[src/rtl/lattice_stream_out_if.sv]
// AXI4-Stream bundle for the lattice write-back stream.
// Master drives the beat, slave drives tready.
interface lattice_stream_out_if #(
    parameter int DATA_WIDTH = 16
);
    localparam int TW = 9 * DATA_WIDTH;

    logic          tvalid;
    logic          tready;
    logic [TW-1:0] tdata;
    logic [TW/8-1:0] tstrb;
    logic          tlast;

    modport master (
        output tvalid,
        output tdata,
        output tstrb,
        output tlast,
        input  tready
    );

    modport slave (
        input  tvalid,
        input  tdata,
        input  tstrb,
        input  tlast,
        output tready
    );
endinterface

[src/rtl/lattice_stream_out.sv]
// Streams 9 lattice-direction words per pixel out of BRAM as AXIS beats.
// Optional LATTICE_STREAM_OUT_CHECKSUM_EN adds an XOR checksum output.
module lattice_stream_out #(
    parameter int DATA_WIDTH    = 16,
    parameter int DEPTH         = 2500,
    parameter int ADDRESS_WIDTH = 12
) (
    input  logic                     m00_axis_aclk,
    input  logic                     m00_axis_aresetn,
    input  logic                     start,
    output logic                     busy,
    output logic                     done,
    output logic                     rd_en,
    output logic [ADDRESS_WIDTH-1:0] rd_addr,
    input  logic [DATA_WIDTH-1:0]    n_rd,
    input  logic [DATA_WIDTH-1:0]    null_rd,
    input  logic [DATA_WIDTH-1:0]    ne_rd,
    input  logic [DATA_WIDTH-1:0]    e_rd,
    input  logic [DATA_WIDTH-1:0]    se_rd,
    input  logic [DATA_WIDTH-1:0]    s_rd,
    input  logic [DATA_WIDTH-1:0]    sw_rd,
    input  logic [DATA_WIDTH-1:0]    w_rd,
    input  logic [DATA_WIDTH-1:0]    nw_rd,
`ifdef LATTICE_STREAM_OUT_CHECKSUM_EN
    output logic [DATA_WIDTH-1:0]    checksum,
`endif
    lattice_stream_out_if.master     m00_axis
);
    localparam int TW = 9 * DATA_WIDTH;
    localparam int CW = ADDRESS_WIDTH + 1;

    typedef enum logic [1:0] {
        IDLE,
        STREAM,
        DRAIN
    } state_t;

    state_t          state;
    state_t          state_nx;
    logic [CW-1:0]   issued;
    logic [CW-1:0]   beat;
    logic [1:0]      count;
    logic            in_flight;
    logic [TW-1:0]   buf_q [2];
    logic            head;
    logic            tail;
    logic            pop;
    logic            push;
    logic            accept;
    logic            last_pop;
    logic [2:0]      occ;
    logic [TW-1:0]   lanes;

    assign lanes = {nw_rd, w_rd, sw_rd, s_rd, se_rd,
                    e_rd, ne_rd, null_rd, n_rd};

    assign push     = in_flight;
    assign pop      = m00_axis.tvalid & m00_axis.tready;
    assign accept   = (state == IDLE) & start;
    assign last_pop = pop & m00_axis.tlast;
    assign busy     = (state != IDLE);

    assign m00_axis.tvalid = (count != 2'd0);
    assign m00_axis.tdata  = buf_q[head];
    assign m00_axis.tstrb  = '1;
    assign m00_axis.tlast  = m00_axis.tvalid &
                             (beat == CW'(DEPTH - 1));

    // Credit rule: never let buffered plus in-flight reads exceed two.
    assign occ   = {1'b0, count} + {2'b00, in_flight};
    assign rd_en = (state == STREAM) &
                   (issued < CW'(DEPTH)) &
                   (occ < (3'd2 + {2'b00, pop}));

    assign rd_addr = (issued >= CW'(DEPTH)) ?
                     ADDRESS_WIDTH'(DEPTH - 1) :
                     issued[ADDRESS_WIDTH-1:0];

    // State register.
    always_ff @(posedge m00_axis_aclk or negedge m00_axis_aresetn) begin
        if (!m00_axis_aresetn) begin
            state <= IDLE;
        end else begin
            state <= state_nx;
        end
    end

    // Next-state: issue until all reads sent, then drain to tlast.
    always_comb begin
        state_nx = state;
        unique case (state)
            IDLE: begin
                if (start) state_nx = STREAM;
            end
            STREAM: begin
                if (last_pop) begin
                    state_nx = IDLE;
                end else if (issued == CW'(DEPTH)) begin
                    state_nx = DRAIN;
                end
            end
            DRAIN: begin
                if (last_pop) state_nx = IDLE;
            end
            default: state_nx = IDLE;
        endcase
    end

    // Read issue, beat counting and the completion pulse.
    always_ff @(posedge m00_axis_aclk or negedge m00_axis_aresetn) begin
        if (!m00_axis_aresetn) begin
            issued    <= '0;
            beat      <= '0;
            in_flight <= 1'b0;
            done      <= 1'b0;
        end else begin
            in_flight <= rd_en;
            done      <= last_pop;
            if (accept) begin
                issued <= '0;
            end else if (rd_en) begin
                issued <= issued + 1'b1;
            end
            if (accept) begin
                beat <= '0;
            end else if (pop) begin
                beat <= beat + 1'b1;
            end
        end
    end

    // Two-entry FIFO: BRAM data lands in the tail, head drives tdata.
    always_ff @(posedge m00_axis_aclk or negedge m00_axis_aresetn) begin
        if (!m00_axis_aresetn) begin
            for (int i = 0; i < 2; i++) buf_q[i] <= '0;
            head  <= 1'b0;
            tail  <= 1'b0;
            count <= 2'd0;
        end else begin
            if (push) begin
                buf_q[tail] <= lanes;
                tail        <= ~tail;
            end
            if (pop) head <= ~head;
            unique case ({push, pop})
                2'b10:   count <= count + 2'd1;
                2'b01:   count <= count - 2'd1;
                default: count <= count;
            endcase
        end
    end

`ifdef LATTICE_STREAM_OUT_CHECKSUM_EN
    logic [DATA_WIDTH-1:0] fold;

    // XOR of the nine lanes of the beat at the head.
    always_comb begin
        fold = '0;
        for (int i = 0; i < 9; i++) begin
            fold = fold ^ m00_axis.tdata[i*DATA_WIDTH +: DATA_WIDTH];
        end
    end

    // Running checksum over every popped beat of the frame.
    always_ff @(posedge m00_axis_aclk or negedge m00_axis_aresetn) begin
        if (!m00_axis_aresetn) begin
            checksum <= '0;
        end else if (accept) begin
            checksum <= '0;
        end else if (pop) begin
            checksum <= checksum ^ fold;
        end
    end
`endif

endmodule

[src/flat_wrapper.sv]
// flat-port wrapper written by rule: the top's interface ports become plain ports
module lattice_stream_out_flat 
#(
    parameter int DATA_WIDTH    = 16,
    parameter int DEPTH         = 2500,
    parameter int ADDRESS_WIDTH = 12
)
  (m00_axis_aclk, m00_axis_aresetn, start, busy, done, rd_en, rd_addr, n_rd, null_rd, ne_rd, e_rd, se_rd, s_rd, sw_rd, w_rd, nw_rd, m00_axis_tvalid, m00_axis_tdata, m00_axis_tstrb, m00_axis_tlast, m00_axis_tready);
  lattice_stream_out_if #(.DATA_WIDTH(DATA_WIDTH)) m00_axis_i ();
  input  logic m00_axis_aclk;
  input  logic m00_axis_aresetn;
  input  logic start;
  output logic busy;
  output logic done;
  output logic rd_en;
  output logic [ADDRESS_WIDTH-1:0] rd_addr;
  input  logic [DATA_WIDTH-1:0] n_rd;
  input  logic [DATA_WIDTH-1:0] null_rd;
  input  logic [DATA_WIDTH-1:0] ne_rd;
  input  logic [DATA_WIDTH-1:0] e_rd;
  input  logic [DATA_WIDTH-1:0] se_rd;
  input  logic [DATA_WIDTH-1:0] s_rd;
  input  logic [DATA_WIDTH-1:0] sw_rd;
  input  logic [DATA_WIDTH-1:0] w_rd;
  input  logic [DATA_WIDTH-1:0] nw_rd;
  output wire logic [$bits(m00_axis_i.tvalid)-1:0] m00_axis_tvalid;
  output wire logic [$bits(m00_axis_i.tdata)-1:0] m00_axis_tdata;
  output wire logic [$bits(m00_axis_i.tstrb)-1:0] m00_axis_tstrb;
  output wire logic [$bits(m00_axis_i.tlast)-1:0] m00_axis_tlast;
  input wire logic [$bits(m00_axis_i.tready)-1:0] m00_axis_tready;
  assign m00_axis_tvalid = m00_axis_i.tvalid;
  assign m00_axis_tdata = m00_axis_i.tdata;
  assign m00_axis_tstrb = m00_axis_i.tstrb;
  assign m00_axis_tlast = m00_axis_i.tlast;
  assign m00_axis_i.tready = m00_axis_tready;
  lattice_stream_out #(.DATA_WIDTH(DATA_WIDTH), .DEPTH(DEPTH), .ADDRESS_WIDTH(ADDRESS_WIDTH)) u_core (.m00_axis_aclk(m00_axis_aclk), .m00_axis_aresetn(m00_axis_aresetn), .start(start), .busy(busy), .done(done), .rd_en(rd_en), .rd_addr(rd_addr), .n_rd(n_rd), .null_rd(null_rd), .ne_rd(ne_rd), .e_rd(e_rd), .se_rd(se_rd), .s_rd(s_rd), .sw_rd(sw_rd), .w_rd(w_rd), .nw_rd(nw_rd), .m00_axis(m00_axis_i));
endmodule
[config.mk]
export PLATFORM = sky130hd
export DESIGN_NAME = lattice_stream_out_flat
export DESIGN_NICKNAME = d
export VERILOG_FILES = /design/src/rtl/lattice_stream_out_if.sv /design/src/rtl/lattice_stream_out.sv /design/src/flat_wrapper.sv
export SDC_FILE = /design/constraint.sdc
export NUM_CORES = 1
export LEC_CHECK = 0
export BUFFER_PORTS_ARGS = -buffer_cell sky130_fd_sc_hd__buf_2
export CAP_MARGIN = 0
export CORE_ASPECT_RATIO = 1.75
export CORE_MARGIN = 2
export CORE_UTILIZATION = 45
export DETAILED_ROUTE_END_ITERATION = 10
export GPL_TIMING_DRIVEN = 0
export MAX_ROUTING_LAYER = met4
export PLACE_DENSITY = 0.65
export RECOVER_POWER = 25
export SLEW_MARGIN = 5
export SYNTH_ARGS = -nofsm -noshare
export SYNTH_HDL_FRONTEND = slang
export SYNTH_SLANG_ARGS = --single-unit
[constraint.sdc]
create_clock -name m00_axis_aclk -period 5.2 [get_ports m00_axis_aclk]
set_input_delay 1.04 -clock m00_axis_aclk [delete_from_list [all_inputs] [get_ports m00_axis_aclk]]
set_output_delay 1.04 -clock m00_axis_aclk [all_outputs]
set_load 0.005 [all_outputs]
### Word-level counts from Yosys, hierarchy flattened

Cells that the tools add are included.

| cells by class | value |
|---|---|
| $add $sub $neg | 6 |
| multipliers | 0 |
| div/mod/pow operators | 0 |
| order comparisons | 6 |
| equal/unequal tests | 9 |
| shift-type cells | 0 |
| muxes and demuxes | 17 |
| bitwise gates (word level) | 10 |
| reductions and logical operators | 8 |

Operators with widths:

| operator | number |
|---|---|
| 144-bit two-way mux | 4 |
| 288-bit bitwise mux | 1 |
| 144-bit demux with 1-bit select | 1 |
| 13-bit two-way mux | 4 |
| 13-bit by 1-bit adder with 13-bit output (second input constant) | 2 |
| 13-bit by 12-bit == test with 1-bit output (second input constant) | 2 |
| 13-bit by 12-bit >= comparator with 1-bit output (second input constant) | 1 |
| 13-bit by 12-bit less-than comparator with 1-bit output (second input constant) | 1 |
| 12-bit two-way mux | 1 |
| 2-bit nonzero test | 5 |
| 2-bit two-way mux | 4 |
| 1-bit AND | 6 |
| 2-bit case mux with 3 select lines | 1 |
| 2-bit by 1-bit == test with 1-bit output (second input constant) | 2 |
| 2-bit == test (second input constant) | 2 |
| 2-bit >= comparator (second input constant) | 2 |
| 1-bit NOT with 2-bit output | 2 |
| 2-bit case mux with 2 select lines | 1 |
| 2-bit by 1-bit adder with 3-bit output | 1 |
| 2-bit by 1-bit adder with 3-bit output (first input constant) | 1 |
| 3-bit less-than comparator | 1 |
| 3-bit by 2-bit != test with 1-bit output (second input constant) | 1 |
| 3-bit AND reduction | 1 |
| 2-bit by 1-bit adder with 2-bit output (second input constant) | 1 |
| other kinds (7) | 8 |

| word-level totals | value |
|---|---|
| register bits | 322 |
| bits in latches | 0 |
| bits in writable memories | 0 |
| ROM bits | 0 |
| bits of input ports | 148 |
| output and inout bits | 179 |
| word-level logic and storage cells | 66 |
| memories kept | 0 |

### Logic depth before layout (Yosys ltp)

| logic depth | value |
|---|---|
| word-level depth | 7 |
| depth in mapped cells | 7 |

### Least setup slack after synthesis

Ideal clock, no wire load.

| timing | value |
|---|---|
| path kind | input -> output |
| start point | input m00_axis_tready |
| end point | output rd_en |
| arrival | 1945 ps |
| setup slack | 2215 ps |
| cell stages on the path | 5 |
| path through | o21ai_1 -> o21ai_1 -> nand4_2 -> clkbuf_1 -> inv_1 |

| on the way | value |
|---|---|
| word-level cells in the longest chain between the ends | 4 |

RTL lines:

| item | line | RTL |
|---|---|---|
| start: declaration | flat_wrapper.sv:30 | `input wire logic [$bits(m00_axis_i.tready)-1:0] m00_axis_tready;` |
| 1-bit AND | lattice_stream_out.sv:58 | `assign pop = m00_axis.tvalid & m00_axis.tready;` |
| 2-bit by 1-bit adder with 3-bit output | lattice_stream_out.sv:73 | `(occ < (3'd2 + {2'b00, pop}));` |
| 3-bit less-than comparator | lattice_stream_out.sv:73 |  |
| 1-bit AND | lattice_stream_out.sv:72 | `(issued < CW'(DEPTH)) &` |
| end: declaration | flat_wrapper.sv:15 | `output logic rd_en;` |

Every way passes these cells.

### Worst setup path after layout

| timing | value |
|---|---|
| start point | register u_core.head |
| end point | output m00_axis_tdata[131] |

| on the way | value |
|---|---|
| word-level cells in the longest chain between the ends | 4 |

RTL lines:

| item | line | RTL |
|---|---|---|
| start: declaration | lattice_stream_out.sv:45 | `logic head;` |
| start signal: assignment | lattice_stream_out.sv:144 | `if (pop) head <= ~head;` |
| 1-bit NOT with 2-bit output (implied by the code) | lattice_stream_out.sv:64 | `assign m00_axis.tdata = buf_q[head];` |
| 144-bit two-way mux (implied by the code) (3 in a row) | lattice_stream_out.sv:64 |  |
| end: declaration | flat_wrapper.sv:27 | `output wire logic [$bits(m00_axis_i.tdata)-1:0] m00_axis_tdata;` |

Every way passes these cells. The select of a mux whose other input is x is not followed.

==> flow_summary_export.csv <==
group,metric,value,unit
synth,synth_top_area_cell,"dfrtp_1",
critical_path,ff2ff_setup_slack,2.39,ns
floorplanning,die-height,239.3,um
hold_path,hold_class,"flip-flop to flip-flop",
sta,min_period,4.127,ns
route,drc_errors,0,
placed_design,place_ws,1.460,ns
synth,syn_area_per_cell,14.53,sq um
synth,synth_area_leaders,"dfrtp_1 (57%), mux2_2 (34%), clkbuf_1 (1.1%)",
critical_path,critPathBufInv,4,
synth,synth_edf_count,0,
route,vias_per_cell,5.151,
clock_network,postCtsSetupBuffers,0,
sta,rsz0062_at_grt,"false",
critical_path,critPathCaptureType,"output port",
placed_design,dp_cells,1704,
status,outcome,"finished with violations",
grt,grt_pass1_wl,52590,um
sta,final.period_utilization,79.36,%
clock_network,cts_resized,0,
route,ant_nets,0,
pwr,leakagePower,7.893,nW
floorplanning,fp.dieW,138.4,um
critical_path,cpMostUsedCell,"clkbuf_1",
clock_network,cts_tree,"built",
critical_path,cp.required,4.16,ns
grt,grt_antenna_before_repair,8,
grt,grt_use_total,20.31,%
clock_network,cts_max_path_buffers,3,
route,drt_iter0_markers,225,
placed_design,dpl_cell_area,16430,sq um
clock_network,clkSlewWorstSetupHoldPaths,0.06,ns
status,failed_checks,"max-capacitance violations, max-slew violations",
cells_and_area,multi_input_area,5869,sq um
pwr,vdd.ir_drop.worst,360.8,uV
floorplanning,io_pins,327,
cells_and_area,area_growth,22.28,%
cells_and_area,fin_nets,1494,
cells_and_area,drive_above_1_share,60.07,%
clock_network,h-tree-depth,1,
critical_path,critPathMaxStageDelay,0.57,ns
critical_path,crit_family,"buffers and inverters",
sta,tns,0,ns
grt,grt_pass1_vias,9746,
sta,worst_pin_slew,3.552,ns
synth,ys_async_sr_fraction,100.0,%
synth,synth.distinct_cells,41,
critical_path,cp-start-kind,"flip-flop",
clock_network,root_buffer,"clkbuf_16",
cells_and_area,design_area,17410,sq um
cells_and_area,register_area,8058,sq um
placed_design,gp_congestion,0.8068,
floorplanning,die_area,33130,sq um
clock_network,cts_buffers,30,
cells_and_area,nFillCells,2642,
flow_run,cap_violations,1,
grt,grt_max_degree,96,
floorplanning,initial_core_util,45.46,%
sta,slew_headroom,-136.8,%
placed_design,dp_hpwl,24300,um
synth,synth_cells,980,
sta,final_max_slew_viol_count,64,
critical_path,crit_fanout,10,
pwr,powerDensity,667.2,nW/um^2
clock_network,clkLatencyLatePin,0.56,ns
sta,finalHoldViolations,0,
synth,yosysWarnings,0,
floorplanning,core,31310,sq um
sta,skew,0.005171,ns
sta,fmaxAchievable,0.2423,GHz
placed_design,portBuffers,308,
synth,synth_most_common_cell,"mux2_2",
synth,synth_seq_cells,322,
route,routed_wl,33280,um
route,routedWlPerCell,18.86,um
sta,fin_hold_ws,0.4991,ns
synth,synth_top_area_share,56.61,%
clock_network,clock_sinks,322,
critical_path,crit_type,"flip-flop to output port",
route,via_count,9092,
synth,seq_area_frac_synth,56.61,%
critical_path,cp_slowest_cell,"clkbuf_1",
critical_path,arrival,3.09,ns
sta,setup_viol,0,
clock_network,postCtsHoldBufs,0,
grt,grt_overflow_total,0,
floorplanning,rows,86,
sta,worst_slack,1.073,ns
cells_and_area,final_cells,1765,
synth,synth_flop_cell,"dfrtp_1",
synth,synth_area,14230,sq um
route,firstDrtPassIters,4,
critical_path,crit_chain,"clkbuf_1, clkbuf_1, clkbuf_1, mux2_2, buf_2",
synth,ys_top_cells_by_count,"mux2_2 (432), dfrtp_1 (322), clkbuf_1 (43), nor2_1 (22)",
-- placed cells by master (no fill, tap or decap), drive strengths merged, types with 9 or more instances in the layout --
cell	Yosys	routed
mux2	432	432
buf	25	335
dfrtp	322	322
clkbuf	43	90
nor2	22	22
nand2	18	18
conb	1	18
nand3	15	15
inv	11	11
xor2	10	10
diode	0	9
-- flip-flops by register name, summed over array words and instances, names as in the netlist --
signal,count
u_core.buf_q,288
u_core.issued,13
u_core.state,2
u_core.head,1
u_core.tail,1
u_core.count,2
u_core.done,1
u_core.in_flight,1
u_core.beat,13
-- metal layers --
metal | wire length (um) | global-route usage, %
met1 | 12510 | 22.37
met2 | 17870 | 36.69
met3 | 1885 | 3.838
met4 | 1022 | 7.205
met5 | 0 | -
-- cell families after synthesis --
| logic type | Yosys count | share of synthesized area (%) |
|---|---|---|
| AOI/OAI and AO/OA | 26 | 1.239 |
| other | 1 | 0.02634 |
| and+or+nand+nor | 97 | 3.771 |
| buffers and inverters | 79 | 2.610 |
| DFF | 322 | 56.61 |
| adders and majority gates | 6 | 0.5274 |
| xor gates and xnor gates | 17 | 1.046 |
| muxes | 432 | 34.17 |
-- stage by stage --
step	util, %	total power [mW]
floorplan	-	7.624
global placement	52.17	9.416
CTS	55.55	11.81
global route	55.58	12.39
detailed placement	52.47	9.575
finish	55.59	11.61
-- path summary, 6_finish.rpt --
| check | start | endpoint | cells past startpoint |
|---|---|---|---|
| max | u_core.head | m00_axis_tdata[131] | 5 |
| min | u_core.tail | u_core.tail | 1 |
| max reg2reg | u_core.in_flight | u_core.buf_q[284] | 5 |
| min reg2reg | u_core.tail | u_core.tail | 1 |
| max in group asynchronous | m00_axis_aresetn | u_core.buf_q[94] | 3 |
| min in group asynchronous | m00_axis_aresetn | u_core.buf_q[160] | 1 |
-- area by class of cell --
type | count | area share [%]
flip-flops and latches | 322 | 46.29
multi-input cells | 596 | 33.72
repair buffers | 311 | 9.323
clock buffers | 46 | 5.240
well taps | 396 | 2.846
plain buffers | 68 | 1.898
clock inverters | 6 | 0.3163
inverters | 11 | 0.2372
diodes | 9 | 0.1294
-- report_power, final --
part / switching (mW) / internal (mW)
Sequential: 0.586 / 3.74
Clock: 0.936 / 1.24
Combinational: 2.17 / 2.94
Note: power is estimated with default switching activity, not from simulation.
